File: src/rtl/snax_tcdm_rr_arbiter.sv
// Round-robin arbiter sharing one TCDM port among NumInp requesters.
// Winner indices are queued in an ID FIFO so in-order responses route back to their issuer.
module snax_tcdm_rr_arbiter #(
  parameter int unsigned NumInp         = 2,
  parameter int unsigned AddrWidth      = 32,
  parameter int unsigned DataWidth      = 32,
  parameter int unsigned MaxOutstanding = 4
) (
  input  logic                              clk_i,
  input  logic                              rst_ni,
  input  logic [NumInp-1:0]                 inp_q_valid_i,
  output logic [NumInp-1:0]                 inp_q_ready_o,
  input  logic [NumInp*AddrWidth-1:0]       inp_q_addr_i,
  input  logic [NumInp-1:0]                 inp_q_write_i,
  input  logic [NumInp*DataWidth-1:0]       inp_q_data_i,
  input  logic [NumInp*(DataWidth/8)-1:0]   inp_q_strb_i,
  output logic [NumInp-1:0]                 inp_p_valid_o,
  output logic [DataWidth-1:0]              inp_p_data_o,
  output logic                              out_q_valid_o,
  input  logic                              out_q_ready_i,
  output logic [AddrWidth-1:0]              out_q_addr_o,
  output logic                              out_q_write_o,
  output logic [DataWidth-1:0]              out_q_data_o,
  output logic [(DataWidth/8)-1:0]          out_q_strb_o,
  input  logic                              out_p_valid_i,
  input  logic [DataWidth-1:0]              out_p_data_i,
  output logic                              err_o
);

  localparam int unsigned StrbWidth    = DataWidth / 8;
  localparam int unsigned IdxWidth     = (NumInp > 1) ? $clog2(NumInp) : 1;
  localparam int unsigned FifoPtrWidth = (MaxOutstanding > 1) ? $clog2(MaxOutstanding) : 1;
  localparam int unsigned CntWidth     = $clog2(MaxOutstanding + 1);

  logic [IdxWidth-1:0]     ptr_q, ptr_d;
  logic                    lock_q, lock_d;
  logic [IdxWidth-1:0]     lock_idx_q, lock_idx_d;
  logic [CntWidth-1:0]     cnt_q, cnt_d;
  logic [FifoPtrWidth-1:0] wr_ptr_q, wr_ptr_d;
  logic [FifoPtrWidth-1:0] rd_ptr_q, rd_ptr_d;
  logic [IdxWidth-1:0]     id_q [MaxOutstanding];
  logic [IdxWidth-1:0]     id_d [MaxOutstanding];
  logic                    err_q, err_d;

  logic [IdxWidth-1:0]     arb_idx;
  logic                    arb_found;
  int unsigned             cand;
  logic [IdxWidth-1:0]     cand_idx;
  logic [IdxWidth-1:0]     gnt_idx;
  logic [IdxWidth-1:0]     head_idx;
  logic                    not_full;
  logic                    push;
  logic                    pop;

  function automatic logic [FifoPtrWidth-1:0] wrap_inc(input logic [FifoPtrWidth-1:0] p);
    return (p == FifoPtrWidth'(MaxOutstanding - 1)) ? '0 : p + 1'b1;
  endfunction

  // First valid requester scanning upward from ptr, wrapping at NumInp.
  always_comb begin
    arb_idx   = '0;
    arb_found = 1'b0;
    cand      = '0;
    cand_idx  = '0;
    for (int unsigned i = 0; i < NumInp; i++) begin
      cand     = (32'(ptr_q) + i) % NumInp;
      cand_idx = IdxWidth'(cand);
      if (!arb_found && inp_q_valid_i[cand_idx]) begin
        arb_found = 1'b1;
        arb_idx   = cand_idx;
      end
    end
  end

  assign gnt_idx  = lock_q ? lock_idx_q : arb_idx;
  assign not_full = (cnt_q < CntWidth'(MaxOutstanding));

  assign out_q_valid_o = ((|inp_q_valid_i) | lock_q) & not_full;
  assign push          = out_q_valid_o & out_q_ready_i;
  assign pop           = out_p_valid_i & (cnt_q != '0);
  assign head_idx      = id_q[rd_ptr_q];

  always_comb begin
    out_q_addr_o  = inp_q_addr_i[gnt_idx*AddrWidth +: AddrWidth];
    out_q_write_o = inp_q_write_i[gnt_idx];
    out_q_data_o  = inp_q_data_i[gnt_idx*DataWidth +: DataWidth];
    out_q_strb_o  = inp_q_strb_i[gnt_idx*StrbWidth +: StrbWidth];
  end

  always_comb begin
    inp_q_ready_o = '0;
    if (push) inp_q_ready_o[gnt_idx] = 1'b1;
  end

  // Response routing depends only on the registered FIFO head, never on the request side.
  always_comb begin
    inp_p_valid_o = '0;
    if (pop) inp_p_valid_o[head_idx] = 1'b1;
  end

  assign inp_p_data_o = out_p_data_i;
  assign err_o        = err_q;

  always_comb begin
    ptr_d      = ptr_q;
    lock_d     = lock_q;
    lock_idx_d = lock_idx_q;
    if (push) begin
      ptr_d  = (gnt_idx == IdxWidth'(NumInp - 1)) ? '0 : gnt_idx + 1'b1;
      lock_d = 1'b0;
    end else if (out_q_valid_o) begin
      lock_d     = 1'b1;
      lock_idx_d = gnt_idx;
    end
  end

  always_comb begin
    id_d     = id_q;
    wr_ptr_d = wr_ptr_q;
    rd_ptr_d = rd_ptr_q;
    cnt_d    = cnt_q;
    if (push) begin
      id_d[wr_ptr_q] = gnt_idx;
      wr_ptr_d       = wrap_inc(wr_ptr_q);
    end
    if (pop) rd_ptr_d = wrap_inc(rd_ptr_q);
    case ({push, pop})
      2'b10:   cnt_d = cnt_q + 1'b1;
      2'b01:   cnt_d = cnt_q - 1'b1;
      default: cnt_d = cnt_q;
    endcase
  end

  assign err_d = err_q | (out_p_valid_i & (cnt_q == '0));

  always_ff @(posedge clk_i or negedge rst_ni) begin
    if (!rst_ni) begin
      ptr_q      <= '0;
      lock_q     <= 1'b0;
      lock_idx_q <= '0;
      cnt_q      <= '0;
      wr_ptr_q   <= '0;
      rd_ptr_q   <= '0;
      err_q      <= 1'b0;
      for (int i = 0; i < MaxOutstanding; i++) id_q[i] <= '0;
    end else begin
      ptr_q      <= ptr_d;
      lock_q     <= lock_d;
      lock_idx_q <= lock_idx_d;
      cnt_q      <= cnt_d;
      wr_ptr_q   <= wr_ptr_d;
      rd_ptr_q   <= rd_ptr_d;
      err_q      <= err_d;
      id_q       <= id_d;
    end
  end

endmodule

File: config.mk
export PLATFORM = sky130hd
export DESIGN_NAME = snax_tcdm_rr_arbiter
export DESIGN_NICKNAME = d
export VERILOG_FILES = /design/src/rtl/snax_tcdm_rr_arbiter.sv
export SDC_FILE = /design/constraint.sdc
export NUM_CORES = 1
export LEC_CHECK = 0
export ABC_AREA = 1
export CAP_MARGIN = 20
export CORE_AREA = 2 2 108 110
export DETAILED_ROUTE_END_ITERATION = 8
export DIE_AREA = 0 0 110 112
export GPL_TIMING_DRIVEN = 0
export SYNTH_ARGS = -nofsm -noshare
export SYNTH_HDL_FRONTEND = slang
export SYNTH_SLANG_ARGS = --single-unit
File: constraint.sdc
create_clock -name clk_i -period 2.55 [get_ports clk_i]
set_input_delay 0.51 -clock clk_i [delete_from_list [all_inputs] [get_ports clk_i]]
set_output_delay 0.51 -clock clk_i [all_outputs]
set_load 0.005 [all_outputs]
* Word level (Yosys, flattened, before mapping)
Cells that the tools add are included.
** Storage, ports and cells
- Register bits after elaboration :: 15
- Bits in latches :: 0
- Bits in writable memories :: 0
- ROM bits :: 0
- Bits of input ports :: 176
- Output and inout port bits :: 107
- Logic and storage cells :: 82
- Memories kept :: 0
** Cells by class
- $add $sub $neg :: 6
- Multipliers :: 0
- Div/mod/pow operators :: 0
- Order comparisons :: 10
- Equality and inequality tests :: 4
- Shift-type cells :: 3
- Multiplexer cells :: 28
- Bitwise logic cells :: 9
- Reductions and logical operators :: 11
** Operators by type and width (count)
- indexed part select 64 x 7 -> 32 bit :: 2
- 2-to-1 mux 1 bit :: 18
- < comparator 1 x 2 -> 1 bit, second input constant :: 4
- 2-to-1 mux 2 bit :: 4
- indexed part select 8 x 4 -> 4 bit :: 1
- equality test 2 bit, second input constant :: 3
- greater-or-equal comparator 3 bit, second input constant :: 2
- NOT 2 -> 3 bit :: 2
- case mux 3 bit (2 select lines) :: 1
- adder 2 x 1 -> 2 bit, second input constant :: 2
- AND 1 bit :: 4
- bitwise mux 4 bit :: 1
- logical AND 1 bit :: 4
- nonzero test 2 bit :: 2
- adder 3 x 1 -> 3 bit, second input constant :: 1
- zero test 3 bit :: 1
- < comparator 3 x 1 -> 1 bit, second input constant :: 1
- < comparator 3 bit, second input constant :: 1
- nonzero test 3 bit :: 1
- subtractor 3 x 1 -> 3 bit, second input constant :: 1
- adder 1 bit, second input constant :: 2
- binary-select mux 1 bit (select 2 bit) :: 1
- demux 1 bit (select 1 bit) :: 2
- demux 1 bit (select 2 bit) :: 1
- 7 further kinds :: 9

* Logic depth before layout (Yosys ltp)
- Word-level depth :: 12
- Mapped depth :: 10
- Gate-level depth less buffers :: 10

* Least setup slack after synthesis
Ideal clock, no wire load.
- Path kind :: in2reg
- Start point :: input port inp_q_valid_i[1]
- End point :: register cnt_q[2]
- Arrival :: 1867 ps
- Required time :: 2471 ps
- Slack :: 604 ps
- Cell stages on the path :: 9
- Path buffers :: 0
- Cells stage by stage :: nor2_1 nand2_2 nand3_2 ha_1 inv_1 fa_1 or2_2 nand2_1 xor2_1
** Between the ends
- Longest elaborated chain between the ends :: 6
** RTL lines
- start, declared :: RTL line 11 : input logic [NumInp-1:0] inp_q_valid_i,
- OR reduction 2 bit * :: RTL line 78 : assign out_q_valid_o = ((|inp_q_valid_i) | lock_q) & not_full;
- OR 1 bit * :: RTL line 78
- AND 1 bit * :: RTL line 78
- AND 1 bit * :: RTL line 79 : assign push = out_q_valid_o & out_q_ready_i;
- equality test 2 x 1 -> 1 bit / equality test 2 bit (equally long branches) :: RTL line 127 : case ({push, pop})
- case mux 3 bit (2 select lines) / nonzero test 2 bit (equally long branches)
- end signal, assigned :: RTL line 150 : cnt_q <= cnt_d;
- end, declared :: RTL line 38 : logic [CntWidth-1:0] cnt_q, cnt_d;
Mark *: on every way between the ends. The rest lies on a longest branch, timed or not.
A chain may end at the register's enable or synchronous reset.

* Worst setup path after layout
- Start point :: input port inp_q_valid_i[1]
- End point :: output port out_q_strb_o[1]
** Between the ends
- Longest elaborated chain between the ends :: 8
** RTL lines
- 2-to-1 mux 1 bit (not written as such) (2 in a row) :: RTL line 68 : if (!arb_found && inp_q_valid_i[cand_idx]) begin
- 2-to-1 mux 1 bit :: RTL line 68
- zero test 1 bit :: RTL line 68
- logical AND 1 bit :: RTL line 68
- 2-to-1 mux 1 bit * :: RTL line 68
- 2-to-1 mux 1 bit * :: RTL line 75 : assign gnt_idx = lock_q ? lock_idx_q : arb_idx;
- indexed part select 8 x 4 -> 4 bit * :: RTL line 87 : out_q_strb_o = inp_q_strb_i[gnt_idx*StrbWidth +: StrbWidth];
- end, declared :: RTL line 24 : output logic [(DataWidth/8)-1:0] out_q_strb_o,
Mark *: on every way between the ends. The rest lies on a longest branch, timed or not. The select of a mux whose other input is x is not followed.

==> summary.txt <==
Run status
  – Outcome: complete, no violations

Worst setup path
  – WP data required: ~2000 ps
  – Kind of critical path: in2out
  – Critical Path Start Type: input port
  – Arr. time, crit path: a little under 2000 ps
  – Crit. End Element: primary output
  – Max FO, Critical Path: 9
  – FF-to-FF path depth: 9

STA
  – Setup violators final: 0
  – Max Clock Freq: 0.405 GHz
  – Period utilization: between 90 and 100%
  – Final WS setup: between 80 and 90 ps
  – Max-slew violations: 0
  – Crit path time final: between 2000 and 2500 ps
  – Max transition margin: about 54%
  – Worst Skew: 2.55 ps
  – Worst-margin pin slew: ~690 ps
  – Fin Setup TNS: 0 ps
  – Hold Vio Cnt, Final: 0

Cells and area
  – Layout area overhead: 145%
  – Final instance area: ~4800 um^2
  – Commonest non-fill, non-tap cell in the layout: nand2_1
  – Ant. Diodes: 0
  – Nets: 801
  – Ratio of cells with drive above 1 in the final layout: between 10 and 15%
  – Most frequent cells in the layout: nand2_1 (232), clkdlybuf4s50_1 (213), buf_4 (43), dlygate4sd2_1 (27)

Power
  – Leakage power: 2.43 nW
  – Pwr dens: 736 nW/um^2
  – Max IR drop VDD: just under 0.5 mV
  – Pwr Total: around 3.5 mW

Global route
  – Antenna violations before repair: 0
  – First-pass GRT wire length: between 10000 and 15000 um
  – Number of global-route vias before repair: between 2000 and 3000
  – Overall routing resource usage: roughly 15%
  – Overflow after GRT: 0
  – Largest net degree at the start of global routing: 16

Drt
  – Met2 WL: 5020 um
  – Via count: around 3000
  – WL met3: around 1000 um
  – Via density: approximately 4.0
  – Top sig layer: met4
  – Metal-1 WL: 3780 um
  – ANT nets after route: 0
  – Wire per inst: 13.1 um
  – DRC viols: 0
  – 1st-iter DRT viols: 130
  – WL final: slightly below 10000 um
  – DRT Pass-1 Iters: 4

Logic synthesis
  – Mapped Nets: approximately 540
  – Post-synthesis sequential area ratio: a little under a fifth
  – Top cell type's share of synthesized area: 44.5%
  – Cell taking the most area after synthesis: nand2_1
  – Post-Synthesis Cells: around 360
  – FF+latch count, synth: 15
  – Ys Warns: 0
  – Syn_area_per_cell: 5.52 um^2
  – Synth cell types: 22
  – Netlist Area Pre-Place: between 1500 and 2000 um^2
  – Top post-synthesis cells by area: nand2_1 (44%), dfrtp_1 (19%), buf_4 (12%)

CTS
  – Clock insertion delay at the later pin of the skew report: 250 ps
  – Root Driver: clkbuf_16
  – TritonCTS Buffers: 3
  – Worst-path clk slew: approximately 50 ps
  – Clk sinks: 15
  – CTS tree: yes
  – Deepest clock path buffer count: 2
  – Cts hold-fix bufs: 0
  – H-tree depth: 1

Floorplan
  – Die width: approximately 110 um
  – IO Pins: 283
  – Rows: 39
  – Starting Density: 17.6%
  – Core box area: between 10000 and 15000 um^2
  – Die Ht: 112 um
  – Die Area: around 12000 um^2

Placement
  – Placed instance area: about 4600 um^2
  – Hpwl dp: approximately 8400 um
  – GP Congestion: 0.790
  – Place WS: -371 ps
  – Port-buffer cells: 250

Hold path
  – Hold path cells: 1
  – Worst hold path class: reg2reg

Job
  – Max_cap viols: 0
-- area by class of cell --
| class | instances | area (um^2) |
|---|---|---|
| buffer | 47 | 394 |
| inverter | 17 | 68.8 |
| tap | 143 | 179 |
| timing repair buffer | 257 | 2530 |
| fill | 1191 | 6360 |
| sequential | 15 | 375 |
| clock buffer | 4 | 78.8 |
| multi-input combinational | 277 | 1190 |
-- worst max-delay path, stage by stage --
cell and delay [ps]:
dlygate4sd2_1 230, inv_1 60, nor2_2 80, nand2_2 70, nand2_4 120, buf_8 140, buf_6 130, nand2_1 50
nand2_1 60, clkdlybuf4s50_1 500
-- metrics by stage --
stage | utilization [%] | cells | hold slack, ps
floorplan | - | 356 | 214
global placement | 41.6 | 749 | 462
detailed placement | 41.6 | 749 | 464
CTS | 42.9 | 759 | 475
global route | 43.1 | 760 | 499
finish | 43.1 | 760 | 472
-- state kept, by name (all words and copies together), names as in the netlist --
register	count
wr_ptr_q	2
ptr_q	1
cnt_q	3
rd_ptr_q	2
err_o	1
lock_q	1
lock_idx_q	1
id_q	4
-- cells by family (layout without fill, tap and decap cells) --
logic type	after synthesis	in the layout	synth area share (%)
xor gates and xnor gates	2	2	0.891
DFF	15	15	19.1
adders and majority gates	7	7	4.83
buffers and inverters	64	325	20.9
and+or+nand+nor	257	257	51.1
AOI/OAI and AO/OA	11	11	3.18
-- repair_timing --
item | 4_1_cts | 5_1_grt
pin swaps | 1 | 1
hold endpoints to repair | 0 | 0
buffers inserted | 6 | 1
gates cloned | 0 | 0
setup endpoints to repair | 71 | 14
gates resized for setup | 60 | 7
-- final timing paths --
kind / startpoint / endpoint / slack [ps]
setup / recovery: inp_q_valid_i[1] / out_q_strb_o[1] / 80
hold reg to reg: cnt_q[0] / cnt_q[0] / 470
max in group asynchronous: rst_ni / lock_q / 1430
min in group asynchronous: rst_ni / cnt_q[1] / 680
hold / removal: cnt_q[0] / cnt_q[0] / 470
setup reg to reg: lock_q / cnt_q[2] / 510
-- metal layers --
metal	vias to the layer above	track usage [%]
met5	-	0
met2	138	27.6
li1	1561	-
met4	0	2.70
met3	7	3.22
met1	1304	16.6
-- where the power goes --
group / switching [mW] / total (mW) / internal [mW]
Sequential: 0.0773 / 0.422 / 0.345
Combinational: 1.28 / 2.81 / 1.53
Clock: 0.102 / 0.314 / 0.212
-- synthesized netlist by cell type --
master,instances
inv_2,2
buf_6,5
inv_1,15
buf_2,10
nand2_1,233
buf_4,32
nand4_1,4
ha_1,6
nor2_4,1
nand2_2,2
nand3_1,6
fa_1,1
xor2_1,1
o21bai_1,1
or2_2,2
dfrtp_1,15
o211ai_1,2
xnor2_1,1
nor2_1,8
o21ai_0,6
a21oi_1,2
nand3_2,1
(Power assumes the default switching activity.)
